--- config.mk ---
export PLATFORM = sky130hd
export DESIGN_NAME = sa_mm_ctrl
export DESIGN_NICKNAME = d
export VERILOG_FILES = /design/src/rtl/sa_mm_ctrl.sv
export SDC_FILE = /design/constraint.sdc
export NUM_CORES = 1
export LEC_CHECK = 0
export BUFFER_PORTS_ARGS = -buffer_cell sky130_fd_sc_hd__buf_4
export CORE_UTILIZATION = 54
export DETAILED_ROUTE_END_ITERATION = 7
export GPL_TIMING_DRIVEN = 0
export PLACE_DENSITY = 0.95
export SLEW_MARGIN = 10
export SYNTH_ARGS = -nofsm -noshare
export SYNTH_HDL_FRONTEND = slang
export SYNTH_SLANG_ARGS = --single-unit
--- constraint.sdc ---
create_clock -name I_CLK -period 4.4 [get_ports I_CLK]
set_input_delay 0.88 -clock I_CLK [delete_from_list [all_inputs] [get_ports I_CLK]]
set_output_delay 0.88 -clock I_CLK [all_outputs]
set_load 0.005 [all_outputs]
--- src/rtl/sa_mm_ctrl.sv ---
// sa_mm_ctrl: job-level tile sequencer driving the matrix-vector manager and PE array.
// Optional feature macro: SA_CTRL_PERF_EN builds the stalled-cycle counter behind O_STALL_CNT.
module sa_mm_ctrl #(
  parameter int unsigned X_R       = 16,
  parameter int unsigned W_C       = 16,
  parameter int unsigned DRAIN_CYC = X_R + W_C - 1
) (
  input  logic        I_CLK,
  input  logic        I_ASYN_RST,
  input  logic        I_REQ_VLD,
  output logic        O_REQ_RDY,
  input  logic [7:0]  I_M_DIM,
  input  logic [3:0]  I_ROW_TILES,
  input  logic [3:0]  I_COL_TILES,
  input  logic        I_MGR_OVER,
  input  logic        I_STALL,
  input  logic        I_TILE_RDY,
  output logic        O_MGR_START,
  output logic        O_PE_CLR,
  output logic        O_PE_SHIFT,
  output logic [3:0]  O_ROW_IDX,
  output logic [3:0]  O_COL_IDX,
  output logic        O_TILE_VLD,
  output logic        O_DONE,
  output logic        O_BUSY,
  output logic [15:0] O_STALL_CNT
);

  localparam int unsigned TILE_W = 4;
  localparam int unsigned DRN_W  = (DRAIN_CYC > 1) ? $clog2(DRAIN_CYC + 1) : 1;
  localparam int unsigned CNT_W  = 16;

  typedef enum logic [2:0] {
    ST_IDLE  = 3'd0,
    ST_LOAD  = 3'd1,
    ST_FEED  = 3'd2,
    ST_DRAIN = 3'd3,
    ST_WB    = 3'd4,
    ST_DONE  = 3'd5
  } state_t;

  state_t              r_state;
  state_t              w_next_state;
  logic [TILE_W-1:0]   r_row_tiles;
  logic [TILE_W-1:0]   r_col_tiles;
  logic [TILE_W-1:0]   r_row_idx;
  logic [TILE_W-1:0]   r_col_idx;
  logic [DRN_W-1:0]    r_drain_cnt;

  logic w_zero_job;
  logic w_last_col;
  logic w_last_row;
  logic w_last_tile;
  logic w_drain_last;
  logic w_accept;
  logic w_drain_clr;
  logic w_drain_inc;
  logic w_tile_adv;

  // A job with any zero extent completes without touching the manager.
  assign w_zero_job   = (I_M_DIM == 8'd0) || (I_ROW_TILES == 4'd0) || (I_COL_TILES == 4'd0);
  assign w_last_col   = (r_col_idx == (r_col_tiles - TILE_W'(1)));
  assign w_last_row   = (r_row_idx == (r_row_tiles - TILE_W'(1)));
  assign w_last_tile  = w_last_row && w_last_col;
  assign w_drain_last = (r_drain_cnt == DRN_W'(DRAIN_CYC - 1));

  assign O_ROW_IDX = r_row_idx;
  assign O_COL_IDX = r_col_idx;

  // State register
  always_ff @(posedge I_CLK or posedge I_ASYN_RST) begin
    if (I_ASYN_RST) begin
      r_state <= ST_IDLE;
    end else begin
      r_state <= w_next_state;
    end
  end

  // Next-state and strobe decode
  always_comb begin
    w_next_state = r_state;
    O_REQ_RDY    = 1'b0;
    O_BUSY       = 1'b1;
    O_MGR_START  = 1'b0;
    O_PE_CLR     = 1'b0;
    O_PE_SHIFT   = 1'b0;
    O_TILE_VLD   = 1'b0;
    O_DONE       = 1'b0;
    w_accept     = 1'b0;
    w_drain_clr  = 1'b0;
    w_drain_inc  = 1'b0;
    w_tile_adv   = 1'b0;
    unique case (r_state)
      ST_IDLE: begin
        O_REQ_RDY = 1'b1;
        O_BUSY    = 1'b0;
        if (I_REQ_VLD) begin
          w_accept     = 1'b1;
          w_next_state = w_zero_job ? ST_DONE : ST_LOAD;
        end
      end
      ST_LOAD: begin
        O_MGR_START  = 1'b1;
        O_PE_CLR     = 1'b1;
        w_next_state = ST_FEED;
      end
      ST_FEED: begin
        // The over-detect cycle issues no shift and moves on regardless of stall.
        if (I_MGR_OVER) begin
          w_drain_clr  = 1'b1;
          w_next_state = ST_DRAIN;
        end else begin
          O_PE_SHIFT = !I_STALL;
        end
      end
      ST_DRAIN: begin
        O_PE_SHIFT = !I_STALL;
        if (!I_STALL) begin
          w_drain_inc = 1'b1;
          if (w_drain_last) begin
            w_next_state = ST_WB;
          end
        end
      end
      ST_WB: begin
        O_TILE_VLD = 1'b1;
        if (I_TILE_RDY) begin
          if (w_last_tile) begin
            w_next_state = ST_DONE;
          end else begin
            w_tile_adv   = 1'b1;
            w_next_state = ST_LOAD;
          end
        end
      end
      ST_DONE: begin
        O_DONE       = 1'b1;
        w_next_state = ST_IDLE;
      end
      default: begin
        w_next_state = ST_IDLE;
      end
    endcase
  end

  // Job fields, row-major tile walk and drain counter
  always_ff @(posedge I_CLK or posedge I_ASYN_RST) begin
    if (I_ASYN_RST) begin
      r_row_tiles <= '0;
      r_col_tiles <= '0;
      r_row_idx   <= '0;
      r_col_idx   <= '0;
      r_drain_cnt <= '0;
    end else begin
      if (w_accept) begin
        r_row_tiles <= I_ROW_TILES;
        r_col_tiles <= I_COL_TILES;
        r_row_idx   <= '0;
        r_col_idx   <= '0;
      end else if (w_tile_adv) begin
        if (w_last_col) begin
          r_col_idx <= '0;
          r_row_idx <= r_row_idx + TILE_W'(1);
        end else begin
          r_col_idx <= r_col_idx + TILE_W'(1);
        end
      end
      if (w_drain_clr) begin
        r_drain_cnt <= '0;
      end else if (w_drain_inc) begin
        r_drain_cnt <= r_drain_cnt + DRN_W'(1);
      end
    end
  end

`ifdef SA_CTRL_PERF_EN
  logic [CNT_W-1:0] r_stall_cnt;
  logic             w_stall_evt;

  assign w_stall_evt = I_STALL && ((r_state == ST_FEED) || (r_state == ST_DRAIN));

  // Saturating stalled-cycle counter, restarted by each accepted job.
  always_ff @(posedge I_CLK or posedge I_ASYN_RST) begin
    if (I_ASYN_RST) begin
      r_stall_cnt <= '0;
    end else if (w_accept) begin
      r_stall_cnt <= '0;
    end else if (w_stall_evt && (r_stall_cnt != {CNT_W{1'b1}})) begin
      r_stall_cnt <= r_stall_cnt + CNT_W'(1);
    end
  end

  assign O_STALL_CNT = r_stall_cnt;
`else
  assign O_STALL_CNT = CNT_W'(0);
`endif

endmodule
======== After elaboration in Yosys (flattened, before gate mapping) ========
Index checks and enable logic that the tools add are counted.
word-level totals
  bits in registers ....................... 24
  bits of input ports ..................... 22
operators by class
  add/sub/neg operators ................... 5
  equal/unequal tests ..................... 13
  mux-type cells .......................... 32
  reductions and logical operators ........ 13
operators with widths
  kind                                                                 number
  4-bit 2-to-1 mux                                                     6
  3-bit 2-to-1 mux                                                     7
  1-bit 2-to-1 mux                                                     15
  3-bit one-hot mux with 5 select lines                                1
  5-bit 2-to-1 mux                                                     2
  2-bit inequality test (second input constant)                        5
  4-bit by 1-bit adder with 4-bit output (second input constant)       2
  4-bit == test                                                        2
  4-bit logical NOT                                                    2
  8-bit logical NOT                                                    1
  4-bit by 1-bit subtractor with 4-bit output (second input constant)  2
  3-bit by 2-bit == test with 1-bit output (second input constant)     2
  3-bit == test (second input constant)                                2
  2-bit nonzero test                                                   3
  5-bit by 1-bit adder with 5-bit output (second input constant)       1
  5-bit == test (second input constant)                                1
  5-bit AND reduction                                                  1
  3-bit by 1-bit == test with 1-bit output (second input constant)     1
  3-bit logical NOT                                                    1
  1-bit logical OR                                                     2
  1-bit one-hot mux with 2 select lines                                1
  2-bit AND reduction                                                  1
  1-bit logical AND                                                    1
  1-bit logical NOT                                                    1

======== Longest topological paths before layout ========
Gate-level depths: netlist of run 1.
  word-level depth ........................ 8
  gate-level depth with buffers ........... 7

======== Worst setup path before layout of run 1 ========
OpenSTA, ideal clock, no wires.
  kind .................................... register to register
  start point ............................. register r_col_tiles[0]
  end point ............................... register r_row_idx[3] (netlist: O_ROW_IDX[3])
  library setup time ...................... 0.125 ns
  arrival ................................. 2.128 ns
  data required time ...................... 4.275 ns
  path slack .............................. 2.147 ns
  stages on the path, launching flop included .. 8
  buffers on the path ..................... 0
  period minus slack after synthesis ...... 2.253 ns
  cell sequence ........................... dfrtp_1 -> inv_1 -> ha_1 -> xor2_1 -> nand2_1 -> or3b_4 -> or4_4 -> mux2_4
on the way
  word-level cells in the longest chain between the ends .. 8
ends and longest elaborated chain
  item                                           line  text
  from (decl)                                    45    logic [TILE_W-1:0] r_col_tiles;
  from (signal assigned)                         150   r_col_tiles <= '0;
  from (signal assigned)                         157   r_col_tiles <= I_COL_TILES;
  4-bit by 1-bit subtractor with 4-bit output *  62    assign w_last_col = (r_col_idx == (r_col_tiles - TILE_W'(1)));
  4-bit == test *                                62
  1-bit logical AND                              64    assign w_last_tile = w_last_row && w_last_col;
  1-bit 2-to-1 mux                               128   if (w_last_tile) begin
  1-bit 2-to-1 mux                               127   if (I_TILE_RDY) begin
  1-bit 2-to-1 mux                               93    unique case (r_state)
  2-bit nonzero test (no source line)            n/a
  2-bit AND reduction (no source line) *         n/a
  to (signal assigned)                           163   r_row_idx <= r_row_idx + TILE_W'(1);
  to (decl)                                      46    logic [TILE_W-1:0] r_row_idx;
Mark *: on every way between the ends. The rest lies on a longest branch, timed or not.
A chain may end at the register's enable or synchronous reset.

======== Worst setup path in the final report of run 1 ========
  start point ............................. register r_state[0]
  end point ............................... output port O_PE_CLR
on the way
  word-level cells in the longest chain between the ends .. 2
ends and longest elaborated chain
  item                                      line  text
  from (decl)                               42    state_t r_state;
  from (signal assigned)                    75    r_state <= w_next_state;
  3-bit by 1-bit == test with 1-bit output  93
  1-bit 2-to-1 mux                          93
  to (decl)                                 19    output logic O_PE_CLR,
Every way passes these cells.

==> results of run 1 <==
final cells by class:
cell class | instances | area [um^2]
Buffer | 23 | 158
Clock buffer | 3 | 22.5
Clock inverter | 1 | 30.0
Fill cell | 205 | 748
Inverter | 9 | 33.8
Multi-Input combinational cell | 149 | 903
Sequential cell | 24 | 601
Tap cell | 31 | 38.8
Timing Repair Buffer | 36 | 270
flip-flops by register name, summed over array words and instances (netlist names):
register	cells
O_COL_IDX	4
O_ROW_IDX	4
r_col_tiles	4
r_drain_cnt	5
r_row_tiles	4
r_state	3
power groups by stage:
| stage | clock network (uW) | registers [uW] | logic, uW |
|---|---|---|---|
| global route | 175 | 369 | 571 |
| detailed placement | 0 | 363 | 510 |
| floorplan | 0 | 348 | 376 |
| global placement | 0 | 358 | 481 |
| finish | 163 | 361 | 515 |
| CTS | 163 | 361 | 514 |
logic make-up after synthesis:
kind of cell | after synthesis | share of synthesized area [%]
compound gates | 17 | 5.88
xor+xnor | 16 | 9.01
fa+ha+maj | 6 | 4.58
buf+inv | 32 | 11.7
flops | 24 | 36.6
mux | 5 | 3.43
other cells | 1 | 0.229
simple gates | 89 | 28.5
cell usage after synthesis:
library cell,n
conb_1,1
a211oi_1,1
nor3b_1,2
xor2_1,8
nor4bb_1,1
nand2_1,31
o21ai_0,9
nor3b_2,1
and4bb_2,1
buf_6,1
mux2i_1,3
nand3_1,13
xnor2_2,1
dfrtp_1,24
mux2_4,1
ha_1,6
buf_4,17
a21oi_1,5
nor3_1,5
xnor2_1,7
a311o_1,1
inv_2,1
nor4b_2,1
nor3_2,1
mux2_1,1
or3_1,2
a221oi_1,1
or3b_4,1
clkbuf_1,5
inv_1,8
and2_1,4
nand4_1,8
nor4_1,4
nor2_1,12
or2_2,1
or4_4,1
per-layer routing:
layer	part of all wire, %	vias to the layer above	GRT usage [%]
met5	0	-	0
li1	-	730	-
met4	2.8	0	10.5
met1	39	686	28.2
met2	51	72	42.7
met3	7.0	13	4.76
final timing paths:
path | end | cells after the start
min in group asynchronous | r_col_tiles[1] | 2
max | O_PE_CLR | 5
max reg2reg | O_ROW_IDX[3] | 7
min | r_row_tiles[3] | 2
max in group asynchronous | O_ROW_IDX[2] | 2
min reg2reg | r_row_tiles[3] | 2
through the flow:
stage / area, um^2 / total power [uW]
2_1_floorplan: 1700 / 724
3_3_place_gp: 2000 / 839
3_5_place_dp: 2000 / 873
4_1_cts: 2060 / 1040
5_1_grt: 2060 / 1120
6_report: 2060 / 1040
worst max-delay path, stage by stage, from the launching register on:
cell	delay, ns
dfrtp_1	0.35
clkbuf_1	0.26
inv_1	0.16
nor3_1	0.28
buf_4	0.17
buf_4	0.10
==> results.toml, run 1 <==
[global_route]
antenna_found_initial = 0
grt.total_usage_pct = 24.0
grt_max_degree = 25
grt_pass1_vias = 1384
grt_overflow = 0
grt_pass1_wl_mm = 5.97

[placed_design]
dp_slack_ns = 2.00
hpwl_mm = 2.86
dp_cells = 272
port_buffers = 36
gp_routability_congestion = 0.826

[final_layout]
final_util_pct = 73.3
num_antenna_cells = 0
fin_nets = 274
most-common-layout-cells = "53 x buf_4, 31 x nand2_1, 24 x dfrtp_1"
final_cells = 276
layout_commonest_cell = "buf_4"
area_growth_pct = 25.5
drive_gt1_share_pct = 27.8

[synthesis]
synth_area_mm2 = 0.00164
synth.largest_area_cell = "dfrtp_1"
synth.distinct_cells = 36
synth_seq_cells = 24
yosysWarnings = 0
syn_inst = 190
synth.avg_cell_area_um2 = 8.63
synth_area_leaders = "dfrtp_1 37%, buf_4 7.8%, nand2_1 7.1%, ha_1 4.6%, xor2_1 4.3%"
ys_seq_area_share_pct = 36.6
yosysTopAreaCellShare_pct = 36.6

[power_and_ir_drop]
leakagePower_uw = 0.00106
p_int_uw = 622
power_density_mw_per_mm2 = 505
p_seq_share_pct = 34.8
p_clk_share_pct = 15.7
peakVddDrop_mv = 0.293
switching_share_pct = 40.1
p_comb_share_pct = 49.6
power.switching_uw = 417

[floorplan]
die_area_mm2 = 0.00326
initial_core_util_pct = 58.4
die_h_um = 57.1
rows = 19
die_w_um = 57.1
coreArea_mm2 = 0.00281
ios = 53

[worst_hold_path]
hp-class = "reg2reg"
hp-start = "r_row_tiles[3]"

[worst_setup_path]
r2r-start = "r_col_tiles[0]"
reg2reg_slack_ns = 2.00
cp_max_fo = 9
worst-endpoint-required_ns = 3.52
cp.arrival_ns = 1.66
end_kind = "output port"
crit_start = "r_state[0]"
crit_type = "reg2out"
worstSetupStartpointType = "flip-flop"

[sta]
hold_viol_final = 0
setup_tns_ns = 0
worstMarginPinSlew_ns = 0.880
finalSetupViolations = 0
fmax_mhz = 394
fin_skew_ns = 0.0152
whs_ns = 0.527
timing.final.ws_setup_ns = 1.86
final.min_clock_period_ns = 2.54
slew_headroom_pct = 41.3
rsz0062_at_grt = "no"
timing.final.crit_share_pct = 57.6
maxSlewViolCount = 0

[route]
wire_per_inst_um = 13.5
drc_errors = 2
routed_wl_mm = 3.72
drt-vias-per-instance = 5.44
drt_first_pass_iters = 6
vias = 1501
ant_nets = 0
initialDrtViolationCount = 88

[cts]
clkSinkCount = 24
htreeDepth = 1
tritoncts = "yes"
cts_max_path_buffers = 2
clkTransAtPathRegs_ns = 0.14
clock_latency_ns = 0.33
cts_buffers = 3
cts_resized = 0
ctsRootBufferMaster = "clkbuf_4"
holdBufCountCts = 0
postCtsSetupBuffers = 0

[flow_run]
cap_violations = 0

[status]
violations = "DRC"
status = "finished with violations"
No activity file was read; power rests on OpenSTA's default activity.
==> run 2: changes to the inputs <==
--- a/config.mk
+++ b/config.mk
@@ -5,11 +5,12 @@
 export SDC_FILE = /design/constraint.sdc
 export NUM_CORES = 1
 export LEC_CHECK = 0
+export ABC_AREA = 1
 export BUFFER_PORTS_ARGS = -buffer_cell sky130_fd_sc_hd__buf_4
-export CORE_UTILIZATION = 54
+export CORE_UTILIZATION = 47
 export DETAILED_ROUTE_END_ITERATION = 7
 export GPL_TIMING_DRIVEN = 0
-export PLACE_DENSITY = 0.95
+export PLACE_DENSITY = 0.87
 export SLEW_MARGIN = 10
 export SYNTH_ARGS = -nofsm -noshare
 export SYNTH_HDL_FRONTEND = slang
==> constraint.sdc (replaced) <==
create_clock -name I_CLK -period 2.1 [get_ports I_CLK]
set_input_delay 0.42 -clock I_CLK [delete_from_list [all_inputs] [get_ports I_CLK]]
set_output_delay 0.42 -clock I_CLK [all_outputs]
set_load 0.005 [all_outputs]
==> run 2 against run 1 <==
The run now ends clean. Clock power up 72%. Area after synthesis up 11%. Clock-buffer cell count stayed put. Non-clock buffer count decreased by 5. Die area rose by 26%. Synthesized cell count up 36%. Largest power group unchanged. Combinational power increased to 3.1 times the previous value. Power rose to 2.6 times the previous value. Sequential power rose by 130%. Cell count up 30%. Core utilization is 13 points lower.
==> results.toml, run 2 <==
[status]
status = "finished clean"

[synthesis]
synth_area_leaders = "dfrtp_1 33%, nand2_1 16%, inv_1 8.5%, buf_4 7.0%, nand3_1 5.5%"
synth.avg_cell_area_um2 = 7.02
synth_edf_count = 0
ys_seq_area_share_pct = 33.1
syn_inst = 258
synth.largest_area_cell = "dfrtp_1"
yosysTopAreaCellShare_pct = 33.1
synth_seq_cells = 24
synth_most_common_cell = "nand2_1"
synth_top_flop_cell = "dfrtp_1"
yosysWarnings = 0
synth_area_mm2 = 0.00181
synth.distinct_cells = 31
synthArstFlopShare_pct = 100
synth_common_cells = "75 x nand2_1, 41 x inv_1, 24 x dfrtp_1"

[floorplan]
die_area_mm2 = 0.00411
die_w_um = 64.1
die_h_um = 64.1
rows = 22
initial_core_util_pct = 49.1
ios = 53
coreArea_mm2 = 0.00369

[cts]
tritoncts = "yes"
cts_resized = 0
htreeDepth = 1
clkTransAtPathRegs_ns = 0.09
cts_max_path_buffers = 2
cts_buffers = 3
postCtsSetupBuffers = 0
ctsRootBufferMaster = "clkbuf_8"
clkSinkCount = 24
clock_latency_ns = 0.27
holdBufCountCts = 0

[worst_setup_path]
worstSetupStartpointType = "flip-flop"
cp_cell_sequence = "inv_2 > nand3_2 > nor2_4 > inv_1 > o21ai_0 > buf_4"
end_kind = "output port"
rr_worst_depth = 13
critPathBufInv = 3
cp_top_family = "flip-flops"
worst-endpoint-required_ns = 1.68
cp_max_fo = 6
cp.arrival_ns = 1.45
crit_type = "reg2out"
cp.depth = 6
critPathMaxStageDelay_ns = 0.46
slowest_stage = "dfrtp_1"

[sta]
final.min_clock_period_ns = 1.87
fmax_mhz = 535
rsz0062_at_grt = "no"
maxSlewViolCount = 0
finalSetupViolations = 0
fin_skew_ns = 0.00721
setup_tns_ns = 0
timing.final.crit_share_pct = 89.0
hold_viol_final = 0
slew_headroom_pct = 37.9
worstMarginPinSlew_ns = 0.930
timing.final.ws_setup_ns = 0.230

[route]
drc_errors = 0
initialDrtViolationCount = 68
drt_first_pass_iters = 4
routed_wl_mm = 3.61
ant_nets = 0
wire_per_inst_um = 10.0
drt-vias-per-instance = 4.66
vias = 1677

[final_layout]
area_growth_pct = 23.6
num_antenna_cells = 0
stdcell_area_mm2 = 0.00224
nFillCells = 357
top_register = "r_drain_cnt"
final_util_pct = 60.7
fin_nets = 342
drive_gt1_share_pct = 25.0
layout_commonest_cell = "nand2_1"
largest_reg_flops = 5
most-common-layout-cells = "75 x nand2_1, 53 x buf_4, 41 x inv_1"

[placed_design]
dp_slack_ns = 0.341
gp_routability_congestion = 0.867
hpwl_mm = 2.85
place_area_mm2 = 0.00220
port_buffers = 36

[power_and_ir_drop]
peakVddDrop_mv = 0.701
leakagePower_uw = 0.00124
power_density_mw_per_mm2 = 1220

[global_route]
antenna_found_initial = 0
grt_pass1_wl_mm = 6.37
grt_max_degree = 25
grt_pass1_vias = 1510
grt_overflow = 0
grt.total_usage_pct = 19.8

[flow_run]
cap_violations = 0

[worst_hold_path]
hp-class = "in2async"
==> run 2: cell count changes in the layout (fill, tap and decap cells not counted), sizes merged, moves of 3 or more <==
| cell | delta |
|---|---|
| inv | +37 |
| o21ai | +10 |
| nand3 | +10 |
| clkbuf | -5 |
| and2 | -4 |
| nand4 | -7 |
| mux2i | -3 |
| xnor2 | -7 |
| xor2 | -5 |
| nand2 | +47 |
| nor2 | +11 |
==> run 2: stage by stage <==
stage / hold slack, ns / power, uW / std cells
2_1_floorplan: 0.435 / 2010 / 273
3_3_place_gp: 0.530 / 2400 / 357
3_5_place_dp: 0.533 / 2450 / 357
4_1_cts: 0.358 / 2750 / 360
5_1_grt: 0.360 / 3010 / 360
6_report: 0.351 / 2730 / 360
==> run 2: worst paths after layout <==
| kind | startpoint | end | slack [ns] |
|---|---|---|---|
| max | r_state[2] | O_PE_SHIFT | 0.23 |
| min | I_ASYN_RST | r_row_tiles[0] | 0.35 |
| max reg2reg | r_row_tiles[0] | O_ROW_IDX[3] | 0.30 |
| min reg2reg | r_drain_cnt[0] | r_drain_cnt[0] | 0.55 |
| max in group asynchronous | I_ASYN_RST | r_drain_cnt[1] | 1.18 |
| min in group I_CLK | I_ROW_TILES[0] | r_row_tiles[0] | 0.36 |
==> run 2: metal layers <==
layer	vias to the layer above	share of wire, %	track usage (%)
met5	-	0	0
met4	0	1.6	7.67
met3	5	5.4	2.86
met2	50	47	33.5
met1	741	46	25.2
li1	881	-	-
==> run 2: area by class of cell <==
class                   count  area, um^2  share of cell area, %
multi-input cells         185         960                   42.8
flip-flops and latches     24         601                   26.8
repair buffers             36         270                   12.1
inverters                  46         175                   7.82
plain buffers              18         133                   5.92
well taps                  48        60.1                   2.68
clock buffers               3        41.3                   1.84
==> run 2: cell families (layout without fill, tap and decap cells) <==
kind of cell,count (synthesis),count (layout),share of synthesized area [%]
other,1,16,0.207
buffers and inverters,64,103,17.0
adder cells (fa/ha/maj),6,6,4.14
AO/OA/AOI/OAI,25,25,7.87
XOR/XNOR,4,4,1.93
AND/OR/NAND/NOR,134,134,35.7
flip-flops,24,24,33.1
==> run 2: power breakdown <==
group / internal, uW / total [uW] / switching [uW]
combinational: 652 / 1610 / 956
clock: 129 / 281 / 152
sequential: 646 / 843 / 197
total: 1430 / 2730 / 1300
==> run 3: changes to the inputs <==
--- a/config.mk
+++ b/config.mk
@@ -7,7 +7,9 @@
 export LEC_CHECK = 0
 export ABC_AREA = 1
 export BUFFER_PORTS_ARGS = -buffer_cell sky130_fd_sc_hd__buf_4
-export CORE_UTILIZATION = 47
+export CELL_PAD_IN_SITES_DETAIL_PLACEMENT = 1
+export CELL_PAD_IN_SITES_GLOBAL_PLACEMENT = 2
+export CORE_UTILIZATION = 25
 export DETAILED_ROUTE_END_ITERATION = 7
 export GPL_TIMING_DRIVEN = 0
 export PLACE_DENSITY = 0.87
==> run 3 against run 2 <==
Clock skew is 0.0013 ns lower. Core utilization fell by 27 points. Routed wire length rose by 26%. Final area grew 3.3%. Non-clock buffer count unchanged. Sequential power hardly changed. Sequential cell count is the same. First-iteration DRC count rose by 13%. Critical path depth unchanged. Clock power grew 19%. Maximum frequency decreased by 0.75%. Largest cell class unchanged. Largest power group unchanged.
==> results.toml, run 3 (synthesis gave the netlist of run 2 again) <==
[status]
status = "finished clean"

[route]
ant_nets = 0
drt_first_pass_iters = 4
drt-vias-per-instance = 4.13
vias = 1691
drc_errors = 0
initialDrtViolationCount = 77
routed_wl_mm = 4.55
wire_per_inst_um = 11.1

[power_and_ir_drop]
power_density_mw_per_mm2 = 1220
leakagePower_uw = 0.00125
peakVddDrop_mv = 0.294

[floorplan]
die_area_mm2 = 0.00759
die_w_um = 87.1
coreArea_mm2 = 0.00691
ios = 53
rows = 30
initial_core_util_pct = 26.2
die_h_um = 87.1

[sta]
finalSetupViolations = 0
worstMarginPinSlew_ns = 0.969
setup_tns_ns = 0
slew_headroom_pct = 35.3
fin_skew_ns = 0.00586
rsz0062_at_grt = "no"
hold_viol_final = 0
fmax_mhz = 531
timing.final.crit_share_pct = 89.7
whs_ns = 0.355
maxSlewViolCount = 0
final.min_clock_period_ns = 1.88

[placed_design]
hpwl_mm = 3.72
gp_routability_congestion = 0.758
port_buffers = 36

[final_layout]
fin_nets = 342
top_register = "r_drain_cnt"
area_growth_pct = 27.7
largest_reg_flops = 5
nFillCells = 911
drive_gt1_share_pct = 25.2
layout_commonest_cell = "nand2_1"
num_antenna_cells = 0
most-common-layout-cells = "75 x nand2_1, 53 x buf_4, 41 x inv_1"

[cts]
clkSinkCount = 24
cts_max_path_buffers = 2
ctsRootBufferMaster = "clkbuf_8"
postCtsSetupBuffers = 0
clock_latency_ns = 0.27
tritoncts = "yes"
clkTransAtPathRegs_ns = 0.09
htreeDepth = 1
holdBufCountCts = 0
cts_buffers = 3
cts_resized = 0

[global_route]
grt_pass1_vias = 1749
grt_max_degree = 25
antenna_found_initial = 0
grt_overflow = 0
grt_pass1_wl_mm = 7.83
grt.total_usage_pct = 13.1

[worst_setup_path]
cp.depth = 6
cp_cell_sequence = "inv_2 > nand3_2 > nor2_4 > inv_1 > o21ai_0 > buf_4"
rr_worst_depth = 13
cp.arrival_ns = 1.46
slowest_stage = "dfrtp_1"
crit_type = "reg2out"
end_kind = "output port"
worstSetupStartpointType = "flip-flop"
cp_max_fo = 6
critPathMaxStageDelay_ns = 0.47
worst-endpoint-required_ns = 1.68
cp_top_family = "flip-flops"
critPathBufInv = 3

[flow_run]
cap_violations = 0

[worst_hold_path]
hp-class = "in2async"
## run 3: changes by cell type in the layout (fill, tap and decap cells not counted)
cell,previous run,this run
clkbuf_8,3,4
## run 3: per-stage QoR
step | utilization [%] | cell area [um^2] | total power [uW] | setup slack [ns] | std cells
3_3_place_gp | 32.7 | 2260 | 2470 | 0.254 | 405
2_1_floorplan | - | 1870 | 2010 | 0.518 | 273
5_1_grt | 33.5 | 2310 | 3150 | 0.0322 | 409
3_5_place_dp | 32.7 | 2260 | 2530 | 0.268 | 405
4_1_cts | 33.5 | 2310 | 2880 | 0.189 | 409
6_report | 33.5 | 2310 | 2820 | 0.216 | 409
## run 3: final timing paths
kind	endpoint	from	slack (ns)
setup / recovery	O_PE_SHIFT	r_state[2]	0.22
hold / removal	r_row_tiles[2]	I_ASYN_RST	0.36
setup reg to reg	O_ROW_IDX[1]	r_row_tiles[0]	0.24
hold reg to reg	O_ROW_IDX[3]	O_ROW_IDX[3]	0.57
max in group asynchronous	r_state[2]	I_ASYN_RST	1.15
min in group I_CLK	r_col_tiles[2]	I_COL_TILES[2]	0.36
## run 3: metal layers
metal | part of all wire, % | up-vias | wire length (um) | GRT usage, %
met5 | 0 | - | 0 | 0
met4 | 1.1 | 0 | 51 | 3.58
met3 | 5.1 | 5 | 234 | 2.46
met2 | 46 | 40 | 2110 | 21.6
met1 | 47 | 767 | 2150 | 17.7
li1 | - | 879 | - | -
## run 3: layout make-up
cell class | count | area, um^2 | share of cell area, %
Timing Repair Buffer | 36 | 270 | 11.7
Inverter | 46 | 175 | 7.57
Clock buffer | 4 | 55.1 | 2.38
Sequential cell | 24 | 601 | 26.0
Multi-Input combinational cell | 185 | 960 | 41.5
Tap cell | 96 | 120 | 5.19
Buffer | 18 | 133 | 5.73
## run 3: worst reg2reg max path, stage by stage (launching register included)
cell and delay (ns):
dfrtp_1 0.39, inv_1 0.10, ha_1 0.30, inv_1 0.04, nand2_1 0.05, nand2_1 0.04
nor2_1 0.12, nand3_1 0.10, nor2_1 0.20, nand2_1 0.10, nand2_2 0.08, nand2_4 0.09
nand3_1 0.09, nand2_1 0.05
## run 3: report_power, final
group	switching, uW	internal (uW)	leakage [uW]	total (uW)
Sequential	200	646	0.000311	846
Clock	165	168	0.0000288	333
Combinational	991	651	0.000912	1640
Total	1360	1470	0.00125	2820
